$ cat config.mk
export PLATFORM = sky130hd
export DESIGN_NAME = regfile16_2r1w
export DESIGN_NICKNAME = d
export VERILOG_FILES = /design/src/rtl/regfile_pkg.sv /design/src/rtl/decoder4_16.sv /design/src/rtl/mux16_1.sv /design/src/rtl/regfile16_2r1w.sv
export SDC_FILE = /design/constraint.sdc
export NUM_CORES = 2
export LEC_CHECK = 0
export CORE_ASPECT_RATIO = 1.4
export CORE_UTILIZATION = 59
export CTS_CLUSTER_SIZE = 16
export DETAILED_ROUTE_END_ITERATION = 10
export PLACE_DENSITY = 0.78
export SLEW_MARGIN = 20
export SYNTH_ARGS = -nofsm -noshare
export SYNTH_HDL_FRONTEND = slang
export SYNTH_SLANG_ARGS = --single-unit
$ cat constraint.sdc
create_clock -name clk -period 49.7 [get_ports clk]
set_input_delay 4.97 -clock clk [delete_from_list [all_inputs] [get_ports clk]]
set_output_delay 4.97 -clock clk [all_outputs]
set_load 0.005 [all_outputs]
$ cat src/rtl/regfile_pkg.sv
// Shared constants and types for the 16-entry register file and its helpers.
package regfile_pkg;
  localparam int NUM_REGS = 16;
  localparam int ADDR_W   = 4;

  typedef logic [ADDR_W-1:0] reg_addr_t;

  localparam reg_addr_t ZERO_REG = 4'd15;
endpackage

$ cat src/rtl/decoder4_16.sv
// Write-row decoder: one-hot row enable from wr_addr, all rows idle when wr_en is low.
module decoder4_16
  import regfile_pkg::*;
(
  input  logic                wr_en,
  input  reg_addr_t           wr_addr,
  output logic [NUM_REGS-1:0] row_en
);

  assign row_en = wr_en ? ({{(NUM_REGS-1){1'b0}}, 1'b1} << wr_addr) : '0;

endmodule

$ cat src/rtl/mux16_1.sv
// Single-bit 16:1 read-select mux; one instance per data bit per read port.
module mux16_1
  import regfile_pkg::*;
(
  input  logic [NUM_REGS-1:0] d,
  input  reg_addr_t           sel,
  output logic                y
);

  assign y = d[sel];

endmodule

$ cat src/rtl/regfile16_2r1w.sv
// 16-entry 2-read/1-write register file, R15 hardwired to zero, combinational reads.
// Define REGFILE_BYPASS_EN to forward same-cycle write data to matching read ports.
module regfile16_2r1w
  import regfile_pkg::*;
#(
  parameter int WIDTH = 64
) (
  input  logic             clk,
  input  logic             reset,
  input  logic             wr_en,
  input  reg_addr_t        wr_addr,
  input  logic [WIDTH-1:0] wr_data,
  input  reg_addr_t        rd_addr_a,
  input  reg_addr_t        rd_addr_b,
  output logic [WIDTH-1:0] rd_data_a,
  output logic [WIDTH-1:0] rd_data_b
);

  logic [NUM_REGS-1:0] row_en;
  logic [WIDTH-1:0]    regs [NUM_REGS-1];
  logic [WIDTH-1:0]    mux_a;
  logic [WIDTH-1:0]    mux_b;
  logic                unused_row15;

  decoder4_16 u_dec (
    .wr_en   (wr_en),
    .wr_addr (wr_addr),
    .row_en  (row_en)
  );

  // R15 has no storage, so its row enable goes nowhere.
  assign unused_row15 = row_en[ZERO_REG];

  always_ff @(posedge clk or posedge reset) begin
    if (reset) begin
      for (int r = 0; r < NUM_REGS-1; r++) regs[r] <= '0;
    end else begin
      for (int r = 0; r < NUM_REGS-1; r++) begin
        if (row_en[r]) regs[r] <= wr_data;
      end
    end
  end

  for (genvar i = 0; i < WIDTH; i++) begin : g_bit
    logic [NUM_REGS-1:0] col;
    for (genvar r = 0; r < NUM_REGS-1; r++) begin : g_row
      assign col[r] = regs[r][i];
    end
    assign col[ZERO_REG] = 1'b0;

    mux16_1 u_mux_a (.d(col), .sel(rd_addr_a), .y(mux_a[i]));
    mux16_1 u_mux_b (.d(col), .sel(rd_addr_b), .y(mux_b[i]));
  end

`ifdef REGFILE_BYPASS_EN
  // Forwarding is gated by reset so reads stay 0 while the array is held clear.
  logic hit_a, hit_b;
  always_comb begin
    hit_a = !reset && wr_en && (wr_addr == rd_addr_a) && (wr_addr != ZERO_REG);
    hit_b = !reset && wr_en && (wr_addr == rd_addr_b) && (wr_addr != ZERO_REG);
    rd_data_a = hit_a ? wr_data : mux_a;
    rd_data_b = hit_b ? wr_data : mux_b;
  end
`else
  assign rd_data_a = mux_a;
  assign rd_data_b = mux_b;
`endif

endmodule

-- Word level (Yosys, flattened, before mapping)
Index checks and enable logic that the tools add are counted.
Widths: inputs -> output; s select.
- $lt $le $gt $ge: 2
- shift-type cells: 1
- mux-type cells: 257
- operators by type and width (cell ; count):
    $bmux 1 s4 ; 128
    $mux 1 ; 128
    $mux 15 ; 1
    $shl 1x4->15 const A ; 1
    $lt 4x5->1 const B ; 2
- bits in registers: 960
- input bits: 79
- output and inout port bits: 128
- word-level logic and storage cells: 275

-- Depth between registers and ports, before layout
- word-level depth: 2
- mapped depth: 9
- depth with buffers taken out: 3

-- Modules after synthesis
From an unflattened synthesis, not the netlist that was laid out.
- cells, all modules: 3010
- area total of the unflattened synthesis: 53905.4 um^2
- by module, submodules not included (module ; times used ; cells each ; area each (um^2) ; seq. area each (um^2)):
    regfile16_2r1w ; 1 ; 2091 ; 36488.7 ; 24023.0
    mux16_1 ; 128 ; 7 ; 135.1 ; 0.0
    decoder4_16 ; 1 ; 23 ; 120.1 ; 0.0

-- Worst setup path before layout
OpenSTA, ideal clock, no wires.
- kind: in2out
- from: input rd_addr_b[0]
- to: output rd_data_b[10]
- data arrival time: 6.453 ns
- required time: 44.730 ns
- path slack: 38.277 ns
- stages on the path: 6
- buffers on the path: 3
- path through: buf_4 buf_2 mux4_2 a22o_1 a31o_2 buf_4
- word-level cells in the longest chain between the ends: 2
- RTL lines (what ; line ; source):
    from (decl) ; regfile16_2r1w.sv:14 ; input reg_addr_t rd_addr_b,
    $bmux 1 s4 ; mux16_1.sv:10 ; assign y = d[sel];
    $mux 1 (not written as such) ; mux16_1.sv:10 ;
    to (decl) ; regfile16_2r1w.sv:16 ; output logic [WIDTH-1:0] rd_data_b
Every way passes these cells. The select of a mux whose other input is x is not followed.

-- Worst setup path in the final report
- from: input rd_addr_a[1]
- to: output rd_data_a[57]
- word-level cells in the longest chain between the ends: 2
- RTL lines (what ; line ; source):
    from (decl) ; regfile16_2r1w.sv:13 ; input reg_addr_t rd_addr_a,
    $bmux 1 s4 ; mux16_1.sv:10 ;
    $mux 1 (not written as such) ; mux16_1.sv:10 ;
    to (decl) ; regfile16_2r1w.sv:15 ; output logic [WIDTH-1:0] rd_data_a,
Every way passes these cells. The select of a mux whose other input is x is not followed.

==> results.md <==
* Die height at 353.8 um
* Worst Path Required at 44.73 ns
* WP buf/inv at 5
* Startpoint types: primary input
* Fin Hold WS at 0.4987 ns
* Initial DRC count at 3135
* Setup-failing EPs final at 0
* Register clock-pin slew on the reported worst setup and hold paths at 0.07 ns
* Area contributors post-synth: dfrtp_1 46%, mux2_2 18%, mux4_2 14%, mux2i_1 4.8%, mux2_1 2.6%
* Die Area at 0.08963 mm2
* Post-layout min period at 14.55 ns
* Delay-heaviest family, CP: buffers and inverters
* Critical path class: primary input to output pin
* Gpl congestion at 0.8140
* Status: complete, no violations
* Clk sinks at 960
* Mapped Cells at 3601
* Post-synthesis net count at 3680
* Final Hold Viols at 0
* Asr flop ratio synth at 1.000
* Clk buf depth at 3
* Worst slew pin tran at 1.182 ns
* Hpwl dp at 80.91 mm
* Endpoint class of the critical path: output pin
* Max-slew headroom at 0.2103
* # DRC at 0
* Main combinational cell family by area after synthesis: multiplexers
* EDFF count, synth at 0
* HP Class: flip-flop to flip-flop
* Pwr Density at 42.56 mW/mm2
* RSZ-0062 raised after global routing: no
* Layout area overhead at 8.930%
* IO buf count at 206
* Number of routed nets with antenna violations at 0
* Max_cap viols at 0
* Register area share after synthesis at 0.4605
* CTS tree: yes
* Initial antenna violation count at 12
* CP most frequent cell: buf_4
* Post-Syn Area at 0.05217 mm2
* FF+latch count, synth at 960
* Synth Flop Type: dfrtp_1
* Yosys warns at 0
* I/O pin count at 207
* Post-synth top area cell: dfrtp_1
* Chip Width at 253.3 um
* Max reg flops at 960
* Peak Freq at 68.73 MHz
* Arrival @ worst endpoint at 9.58 ns
* Layout cells sized above 1 at 0.4270
* Leakage power at 23.92 nW
* Mux share of post-synthesis cell area at 0.3952
* Wire length of the first global-routing pass at 229.9 mm
* DR vias at 33866
* Fin nets at 3551
* Worst skew pair latency at 0.65 ns
* Detailed Route WL at 150.9 mm
* Drt wl/cell at 31.96 um
* H-tree depth at 3
* Period utilization at 0.2927
* Site row count at 128
* CTS Buf Count at 93
* GRT Util Overall at 0.3441
* Final Max Slew Viols at 0
* Root buffer cell: clkbuf_16
* Total setup buffers inserted after CTS at 0
* Synth Area in Adders at 0
* Clock skew at 0 ns
* Grt total ovfl at 0
* Via-per-instance ratio at 7.173
* Simple-Gate Fraction of Synth Area at 0.01250
* Crit path max-delay cell type: buf_4
* Setup_tns at 0 ns
* Largest net degree at the start of global routing at 121
* Post-Synth XOR/XNOR Area at 0
* Peak supply drop at 0.00002581 V
* Distinct cells, synth at 40
* Critical path cell sequence: buf_8 > buf_4 > buf_4 > buf_4 > mux4_2 > or2_2 > a31o_1 > clkdlybuf4s50_1
* Placeable Area at 0.08728 mm2
* DRT Pass-1 Iters at 5
* Starting density of the core at 0.5977
* CP max stage delay at 0.83 ns
* Vias in the first global route at 36402
* CTS Hold Bufs at 0
* Post-cts sizing count at 0
* Top cell type's share of synthesized area at 0.4605
* Post-synthesis compound-gate area fraction at 0.07311
* Critical-path maximum fanout at 57
* Synthesized area per cell at 14.49 um2
[cells by family after synthesis]
logic type / count (synthesis)
compound gates: 445
flops: 960
simple gates: 103
mux: 1533
buf+inv: 560
[synth_stat cells, types with 65 or more instances]
library cell	count
a22o_1	125
a31o_1	74
buf_2	147
buf_4	163
clkbuf_1	155
dfrtp_1	960
inv_1	65
mux2_1	121
mux2_2	832
mux2i_1	250
mux4_2	323
o221ai_1	125
[per-layer routing]
metal  share of wire  wire (um)  vias up  global-route usage
li1                -          -    13490                   -
met1            0.38      56950    18068              0.4514
met2            0.48      72170     1770              0.5457
met3           0.093      14090      522             0.07947
met4           0.050       7547       16              0.1579
met5         0.00076        115        -                   0
[final cells by class]
cell class,instances,area (um2)
sequential,960,24020
inverter,65,251.5
timing repair buffer,271,2680
clock buffer,138,2809
clock inverter,33,390.4
tap,1170,1464
fill,6152,30460
antenna,3,7.507
multi-input combinational,2081,25200
[worst paths after layout]
check                                  startpoint           endpoint  slack (ns)  depth (start not counted)
min in group asynchronous                   reset    g_bit[6].col[2]        4.83                          2
worst min register to register  g_bit[32].col[13]  g_bit[32].col[13]        0.50                          1
worst max register to register  g_bit[43].col[10]  g_bit[43].col[10]       48.85                          1
max in group asynchronous                   reset   g_bit[54].col[4]       41.21                          7
worst min-delay path            g_bit[32].col[13]  g_bit[32].col[13]        0.50                          1
worst max-delay path                 rd_addr_a[1]      rd_data_a[57]       35.15                          8
[layout by cell type, fill, tap and decap left out, types with 55 or more instances in the layout]
| master | instances |
|---|---|
| a22oi_1 | 64 |
| clkdlybuf4s50_1 | 198 |
| mux4_2 | 323 |
| clkbuf_16 | 95 |
| mux2_2 | 832 |
| a31o_1 | 74 |
| o221ai_1 | 125 |
| dfrtp_1 | 960 |
| buf_4 | 55 |
| mux2i_1 | 250 |
| inv_1 | 64 |
| a22o_1 | 125 |
| mux2_1 | 121 |
[power breakdown]
part,leakage [nW],internal (mW),switching [mW],total (mW)
registers,11.8,0.965,0.137,1.10
logic,10.6,0.350,0.223,0.574
clock network,1.58,0.428,0.315,0.743
[per-stage QoR]
| step | instances | utilization | total power, mW | setup slack (ns) | instance area (um2) |
|---|---|---|---|---|---|
| 6_report | 4721 | 0.6510 | 2.419 | 35.15 | 56820 |
| 5_1_grt | 4720 | 0.6510 | 2.519 | 34.79 | 56820 |
| 4_1_cts | 4715 | 0.6498 | 2.420 | 35.02 | 56720 |
| 3_5_place_dp | 4544 | 0.6131 | 1.682 | 35.05 | 53520 |
| 3_3_place_gp | 4544 | 0.6131 | 1.634 | 35.08 | 53520 |
| 2_1_floorplan | 3601 | - | 1.522 | 17.73 | 52170 |
Power figures use the tool's default switching activity.
